**src/rtl/id_ex_stage_if.sv**
```systemverilog
// Decode-to-EX bus: IF/ID handshake in, registered EX controls out.
// master drives the instruction stream and EX acceptance; slave is the stage.
interface id_ex_stage_if #(
    parameter int XLEN = 32
);
    logic            in_valid;
    logic            in_ready;
    logic [31:0]     in_instr;
    logic [XLEN-1:0] in_pc;
    logic            flush;
    logic            out_ready;
    logic            ex_valid;
    logic [31:0]     ex_instruction;
    logic [XLEN-1:0] ex_pc;
    logic [1:0]      ex_alu_op;
    logic            ex_reg_write;
    logic            ex_mem_read;
    logic            ex_mem_write;
    logic            ex_alu_src;
    logic            ex_mem_to_reg;
    logic            ex_branch;
    logic [4:0]      ex_rd;

    modport master (
        output in_valid, in_instr, in_pc, flush, out_ready,
        input  in_ready, ex_valid, ex_instruction, ex_pc, ex_alu_op, ex_reg_write,
               ex_mem_read, ex_mem_write, ex_alu_src, ex_mem_to_reg, ex_branch, ex_rd
    );

    modport slave (
        input  in_valid, in_instr, in_pc, flush, out_ready,
        output in_ready, ex_valid, ex_instruction, ex_pc, ex_alu_op, ex_reg_write,
               ex_mem_read, ex_mem_write, ex_alu_src, ex_mem_to_reg, ex_branch, ex_rd
    );
endinterface

```
**src/rtl/id_ex_stage.sv**
```systemverilog
// RV decode + ID/EX register with load-use bubble and flush; ILLEGAL_TRAP_EN turns bad opcodes into bubbles + sticky flag.
// Latency: 1 cycle from accept to ex_valid; full rate when out_ready=1 and no hazard.
// Backpressure: EX register holds while ex_valid & !out_ready; in_ready drops on hold or load-use hazard.
module id_ex_stage #(
    parameter int XLEN  = 32,
    parameter int CNT_W = 16
) (
    input  logic             clk,
    input  logic             rst_n,
    id_ex_stage_if.slave     bus,
    output logic [CNT_W-1:0] stall_count
`ifdef ILLEGAL_TRAP_EN
    ,
    output logic             illegal
`endif
);
    localparam logic [6:0] OP_R      = 7'b0110011;
    localparam logic [6:0] OP_I      = 7'b0010011;
    localparam logic [6:0] OP_LOAD   = 7'b0000011;
    localparam logic [6:0] OP_STORE  = 7'b0100011;
    localparam logic [6:0] OP_BRANCH = 7'b1100011;

    typedef struct packed {
        logic [1:0] alu_op;
        logic       reg_write;
        logic       mem_read;
        logic       mem_write;
        logic       alu_src;
        logic       mem_to_reg;
        logic       branch;
        logic [4:0] rd;
    } ctrl_t;

    ctrl_t           dec_ctrl, nxt_ctrl, ex_ctrl;
    logic            legal, use_rs1, use_rs2;
    logic            hazard, adv, upd, bump, illegal_set;
    logic            ex_valid_q, nxt_valid;
    logic [31:0]     ex_instr_q, nxt_instr;
    logic [XLEN-1:0] ex_pc_q, nxt_pc;

    always_comb begin
        dec_ctrl = '0;
        legal    = 1'b1;
        use_rs1  = 1'b0;
        use_rs2  = 1'b0;
        case (bus.in_instr[6:0])
            OP_R: begin
                dec_ctrl.alu_op    = 2'b10;
                dec_ctrl.reg_write = 1'b1;
                dec_ctrl.rd        = bus.in_instr[11:7];
                use_rs1            = 1'b1;
                use_rs2            = 1'b1;
            end
            OP_I: begin
                dec_ctrl.alu_op    = 2'b11;
                dec_ctrl.reg_write = 1'b1;
                dec_ctrl.alu_src   = 1'b1;
                dec_ctrl.rd        = bus.in_instr[11:7];
                use_rs1            = 1'b1;
            end
            OP_LOAD: begin
                dec_ctrl.alu_op     = 2'b00;
                dec_ctrl.reg_write  = 1'b1;
                dec_ctrl.alu_src    = 1'b1;
                dec_ctrl.mem_read   = 1'b1;
                dec_ctrl.mem_to_reg = 1'b1;
                dec_ctrl.rd         = bus.in_instr[11:7];
                use_rs1             = 1'b1;
            end
            OP_STORE: begin
                dec_ctrl.alu_op    = 2'b00;
                dec_ctrl.alu_src   = 1'b1;
                dec_ctrl.mem_write = 1'b1;
                use_rs1            = 1'b1;
                use_rs2            = 1'b1;
            end
            OP_BRANCH: begin
                dec_ctrl.alu_op = 2'b01;
                dec_ctrl.branch = 1'b1;
                use_rs1         = 1'b1;
                use_rs2         = 1'b1;
            end
            default: legal = 1'b0;
        endcase
    end

    // ex_rd is already zero for non-writers, so only a load with a real rd can stall
    assign hazard = bus.in_valid & ex_valid_q & ex_ctrl.mem_read & (ex_ctrl.rd != 5'd0) &
                    ((use_rs1 & (bus.in_instr[19:15] == ex_ctrl.rd)) |
                     (use_rs2 & (bus.in_instr[24:20] == ex_ctrl.rd)));
    assign adv          = !ex_valid_q | bus.out_ready;
    assign upd          = bus.flush | adv;
    assign bump         = !bus.flush & adv & hazard;
    assign bus.in_ready = bus.flush | (adv & !hazard);

    always_comb begin
        nxt_valid   = 1'b0;
        nxt_ctrl    = '0;
        nxt_instr   = '0;
        nxt_pc      = '0;
        illegal_set = 1'b0;
        if (!bus.flush && !hazard && bus.in_valid) begin
            if (legal) begin
                nxt_valid = 1'b1;
                nxt_ctrl  = dec_ctrl;
                nxt_instr = bus.in_instr;
                nxt_pc    = bus.in_pc;
            end else begin
`ifdef ILLEGAL_TRAP_EN
                illegal_set = 1'b1;
`else
                nxt_valid = 1'b1;
                nxt_instr = bus.in_instr;
                nxt_pc    = bus.in_pc;
`endif
            end
        end
    end

    always_ff @(posedge clk or negedge rst_n) begin
        if (!rst_n) begin
            ex_valid_q  <= 1'b0;
            ex_ctrl     <= '0;
            ex_instr_q  <= '0;
            ex_pc_q     <= '0;
            stall_count <= '0;
`ifdef ILLEGAL_TRAP_EN
            illegal     <= 1'b0;
`endif
        end else begin
            if (upd) begin
                ex_valid_q <= nxt_valid;
                ex_ctrl    <= nxt_ctrl;
                ex_instr_q <= nxt_instr;
                ex_pc_q    <= nxt_pc;
            end
            if (bump && stall_count != '1)
                stall_count <= stall_count + CNT_W'(1);
`ifdef ILLEGAL_TRAP_EN
            if (upd && illegal_set)
                illegal <= 1'b1;
`endif
        end
    end

    assign bus.ex_valid       = ex_valid_q;
    assign bus.ex_instruction = ex_instr_q;
    assign bus.ex_pc          = ex_pc_q;
    assign bus.ex_alu_op      = ex_ctrl.alu_op;
    assign bus.ex_reg_write   = ex_ctrl.reg_write;
    assign bus.ex_mem_read    = ex_ctrl.mem_read;
    assign bus.ex_mem_write   = ex_ctrl.mem_write;
    assign bus.ex_alu_src     = ex_ctrl.alu_src;
    assign bus.ex_mem_to_reg  = ex_ctrl.mem_to_reg;
    assign bus.ex_branch      = ex_ctrl.branch;
    assign bus.ex_rd          = ex_ctrl.rd;
endmodule

```
**src/flat_wrapper.sv**
```systemverilog
// flat-port wrapper written by rule: the top's interface ports become plain ports
module id_ex_stage_flat 
#(
    parameter int XLEN  = 32,
    parameter int CNT_W = 16
)
  (clk, rst_n, stall_count, bus_in_valid, bus_in_instr, bus_in_pc, bus_flush, bus_out_ready, bus_in_ready, bus_ex_valid, bus_ex_instruction, bus_ex_pc, bus_ex_alu_op, bus_ex_reg_write, bus_ex_mem_read, bus_ex_mem_write, bus_ex_alu_src, bus_ex_mem_to_reg, bus_ex_branch, bus_ex_rd);
  id_ex_stage_if #(.XLEN(XLEN)) bus_i ();
  input  logic clk;
  input  logic rst_n;
  output logic [CNT_W-1:0] stall_count;
  input wire logic [$bits(bus_i.in_valid)-1:0] bus_in_valid;
  input wire logic [$bits(bus_i.in_instr)-1:0] bus_in_instr;
  input wire logic [$bits(bus_i.in_pc)-1:0] bus_in_pc;
  input wire logic [$bits(bus_i.flush)-1:0] bus_flush;
  input wire logic [$bits(bus_i.out_ready)-1:0] bus_out_ready;
  output wire logic [$bits(bus_i.in_ready)-1:0] bus_in_ready;
  output wire logic [$bits(bus_i.ex_valid)-1:0] bus_ex_valid;
  output wire logic [$bits(bus_i.ex_instruction)-1:0] bus_ex_instruction;
  output wire logic [$bits(bus_i.ex_pc)-1:0] bus_ex_pc;
  output wire logic [$bits(bus_i.ex_alu_op)-1:0] bus_ex_alu_op;
  output wire logic [$bits(bus_i.ex_reg_write)-1:0] bus_ex_reg_write;
  output wire logic [$bits(bus_i.ex_mem_read)-1:0] bus_ex_mem_read;
  output wire logic [$bits(bus_i.ex_mem_write)-1:0] bus_ex_mem_write;
  output wire logic [$bits(bus_i.ex_alu_src)-1:0] bus_ex_alu_src;
  output wire logic [$bits(bus_i.ex_mem_to_reg)-1:0] bus_ex_mem_to_reg;
  output wire logic [$bits(bus_i.ex_branch)-1:0] bus_ex_branch;
  output wire logic [$bits(bus_i.ex_rd)-1:0] bus_ex_rd;
  assign bus_i.in_valid = bus_in_valid;
  assign bus_i.in_instr = bus_in_instr;
  assign bus_i.in_pc = bus_in_pc;
  assign bus_i.flush = bus_flush;
  assign bus_i.out_ready = bus_out_ready;
  assign bus_in_ready = bus_i.in_ready;
  assign bus_ex_valid = bus_i.ex_valid;
  assign bus_ex_instruction = bus_i.ex_instruction;
  assign bus_ex_pc = bus_i.ex_pc;
  assign bus_ex_alu_op = bus_i.ex_alu_op;
  assign bus_ex_reg_write = bus_i.ex_reg_write;
  assign bus_ex_mem_read = bus_i.ex_mem_read;
  assign bus_ex_mem_write = bus_i.ex_mem_write;
  assign bus_ex_alu_src = bus_i.ex_alu_src;
  assign bus_ex_mem_to_reg = bus_i.ex_mem_to_reg;
  assign bus_ex_branch = bus_i.ex_branch;
  assign bus_ex_rd = bus_i.ex_rd;
  id_ex_stage #(.XLEN(XLEN), .CNT_W(CNT_W)) u_core (.clk(clk), .rst_n(rst_n), .bus(bus_i), .stall_count(stall_count));
endmodule
```
**config.mk**
```make
export PLATFORM = sky130hd
export DESIGN_NAME = id_ex_stage_flat
export DESIGN_NICKNAME = d
export VERILOG_FILES = /design/src/rtl/id_ex_stage_if.sv /design/src/rtl/id_ex_stage.sv /design/src/flat_wrapper.sv
export SDC_FILE = /design/constraint.sdc
export NUM_CORES = 1
export LEC_CHECK = 0
export ABC_CLOCK_PERIOD_IN_PS = 3000
export BUFFER_PORTS_ARGS = -buffer_cell sky130_fd_sc_hd__buf_4
export CAP_MARGIN = 25
export CELL_PAD_IN_SITES_DETAIL_PLACEMENT = 1
export CELL_PAD_IN_SITES_GLOBAL_PLACEMENT = 1
export CORE_AREA = 2 2 105 107
export CTS_BUF_LIST = sky130_fd_sc_hd__clkbuf_8 sky130_fd_sc_hd__clkbuf_16
export CTS_CLUSTER_SIZE = 30
export DETAILED_ROUTE_END_ITERATION = 7
export DIE_AREA = 0 0 107 109
export PLACE_DENSITY = 0.78
export SLEW_MARGIN = 15
export SYNTH_ARGS = -nofsm -noshare
export SYNTH_HDL_FRONTEND = slang
export SYNTH_SLANG_ARGS = --single-unit
```
**constraint.sdc**
```tcl
create_clock -name clk -period 3 [get_ports clk]
set_clock_uncertainty 0.2 [all_clocks]
set_input_delay 0 -clock clk [delete_from_list [all_inputs] [get_ports clk]]
set_output_delay 0 -clock clk [all_outputs]
set_load 0.02 [all_outputs]
```
==> flow_summary.yaml <==
cells_and_area:
  drive_gt1_share_pct: 35.5
  final-seq-area_um2: 2330
  num_antenna_cells: 0
  synthToLayoutAreaGrowth_pct: 64.6
  nets: 597
  multiInputGateArea_um2: 1280
  fillers: 1094
worst_setup_path:
  timing.rr.start: "u_core.bus.ex_rd[0]"
  critPathKind: "reg -> reg"
  ff2ff_path_depth: 6
  worstReg2RegEnd: "u_core.bus.ex_pc[5]"
  arrival_ns: 2.94
  rrSetupSlack_ns: 0.15
  cp-end-kind: "register"
  cp.required_ns: 3.09
  start_kind: "register"
  crit_path_max_fanout: 26
power_and_ir_drop:
  leakagePower_nw: 3.10
  combPwrFrac_pct: 16.8
  power.switching_mw: 0.662
  clock_power_share_pct: 29.8
  powerDensity_nw_per_um2: 407
  swShare_pct: 26.8
  internal_power_mw: 1.81
  vdd_drop_max_mv: 0.233
  p_seq_share_pct: 53.4
yosys:
  synth.top_cell.area_share_pct: 63.0
  syn_area_um2: 3690
  synth_edf_count: 0
  yosys-top-cells-area: "dfrtp_1 (63%), a22o_1 (16%), xnor2_1 (5.2%), nand2_1 (1.8%), buf_2 (1.2%)"
  synth_cell_types: 34
  synth_common_cells: "dfrtp_1 (93), a22o_1 (69), xnor2_1 (22)"
  syn_nets: 351
  synth-main-ff-cell: "dfrtp_1"
  synth.most_common_cell: "dfrtp_1"
  ys_async_sr_fraction_pct: 100
  synth.largest_area_cell: "dfrtp_1"
  synth-seq-cells: 93
  seq_area_frac_synth_pct: 63.0
  ys_warn_count: 0
  synthCells: 281
  avgSynthCellArea_um2: 13.1
cts:
  path_clk_slew_ns: 0.09
  cts_tree: "done"
  cts_resized: 0
  cts_buffers: 9
  htree_num_levels: 3
  clockBufferDepth: 2
  clock_latency_ns: 0.36
  clkSinkCount: 93
  cts_root_buf: "clkbuf_8"
drt:
  vias: 3368
  ant_nets: 0
  viasPerCell: 5.01
  routedWlPerCell_um: 18.5
  first_iter_violations: 110
  post-route-drc-count: 0
  finalWirelength_mm: 12.4
  drtPass1Iterations: 4
run:
  cap_viol_max_count: 0
die:
  rows: 38
  io_pins: 164
  coreArea_um2: 10600
  chipWidth_um: 107
  die_area_um2: 11700
  die_h_um: 109
  start_util_pct: 34.8
timing:
  whs_ns: 0.0283
  tightestPinTransition_ns: 0.887
  finalMaxSlewViolations: 0
  setup_viol: 0
  finalSetupTns_ns: 0
  rsz0062_at_grt: "false"
  fin_crit_ns: 2.85
  fmax_ghz: 0.351
  slew_headroom_pct: 40.3
  hold_violations: 0
  post-route-period-util_pct: 94.9
global_routing:
  grt_max_degree: 54
  grt_pass1_vias: 3780
  antenna_found_initial: 0
  gr-total-overflow: 0
  grtUsageTotal_pct: 21.9
  grt_pass1_wl_mm: 19.8
placed_design:
  hpwl_mm: 7.74
  gp_congestion: 0.819
  io_buffers: 163
min_path:
  hp-class: "in -> async"
status:
  status: "completed"
cell type report:
type | instances | share of cell area (%)
clock buffers | 9 | 2.04
clock inverters | 7 | 0.700
inverters | 1 | 0.0617
multi-input cells | 168 | 21.0
flip-flops and latches | 93 | 38.3
well taps | 140 | 2.88
repair buffers | 254 | 35.1
critical path, stage by stage, from the launching register on:
cell and delay [ns]:
dfrtp_1 0.46, or4_1 0.54, o211a_1 0.28, a21oi_4 0.19
buf_4 0.33, a22o_1 0.18, dlygate4sd3_1 0.59
how the worst max path moves through the flow:
| stage | start | to | slack, ns | depth (start not counted) |
|---|---|---|---|---|
| detailed placement | u_core.bus.ex_rd[0] | u_core.bus.ex_branch | 0.63 | 6 |
| global route | u_core.bus.ex_rd[0] | u_core.bus.ex_pc[4] | 0.06 | 6 |
| finish | u_core.bus.ex_rd[0] | u_core.bus.ex_pc[5] | 0.15 | 6 |
| floorplan | u_core.bus.ex_rd[0] | u_core.stall_count[13] | 0.84 | 7 |
| CTS | u_core.bus.ex_rd[0] | u_core.bus.ex_pc[2] | 0.20 | 6 |
| global placement | u_core.bus.ex_rd[3] | u_core.stall_count[14] | 0.67 | 6 |
kinds of logic after synthesis:
| kind of cell | count (synthesis) | synth area share, % |
|---|---|---|
| buffers and inverters | 20 | 2.64 |
| AO/OA/AOI/OAI | 83 | 19.5 |
| multiplexers | 3 | 0.881 |
| flip-flops | 93 | 63.0 |
| adder cells (fa/ha/maj) | 1 | 0.339 |
| XOR/XNOR | 23 | 5.45 |
| AND/OR/NAND/NOR | 58 | 8.13 |
repair_timing:
action,in CTS,in global routing
buffers inserted,0,0
endpoints found under the hold margin,128,0
hold buffers,85,0
per-layer routing:
layer | vias up | GRT usage, % | wire length (µm)
met5 | - | 0 | 0
met4 | 0 | 8.35 | 277
met3 | 24 | 4.42 | 599
met2 | 113 | 38.9 | 6370
met1 | 1694 | 26.5 | 5160
li1 | 1537 | - | -
per-stage QoR:
stage | instance area (µm²) | instances | power [mW] | utilization, % | worst slack (ns)
after global placement | 5060 | 571 | 1.66 | 47.8 | 0.673
after global routing | 6080 | 672 | 2.59 | 57.4 | 0.0570
after floorplan | 3690 | 281 | 1.47 | - | 0.835
after CTS | 6080 | 672 | 2.49 | 57.4 | 0.197
final | 6080 | 672 | 2.47 | 57.4 | 0.154
after detailed placement | 5060 | 571 | 1.67 | 47.8 | 0.633
layout by cell type (no fill, tap or decap), types with 3 or more instances in the layout:
cell | netlist | routed
a22o_1 | 69 | 69
a32o_1 | 4 | 4
and3_1 | 6 | 6
buf_4 | 1 | 168
clkbuf_8 | 0 | 9
clkinv_2 | 0 | 3
dfrtp_1 | 93 | 93
dlygate4sd3_1 | 0 | 85
nand2_1 | 18 | 18
nand2b_1 | 3 | 3
nand3_1 | 7 | 7
nand4_1 | 7 | 7
nor2_1 | 5 | 4
nor2b_1 | 3 | 3
xnor2_1 | 22 | 22
power by group through the flow:
stage	Combinational, mW	Sequential [mW]	Clock [mW]
floorplan	0.0756	1.39	0
global placement	0.319	1.34	0
detailed placement	0.325	1.34	0
CTS	0.412	1.32	0.763
global route	0.446	1.33	0.814
finish	0.416	1.32	0.738
Power figures use the tool's default switching activity.
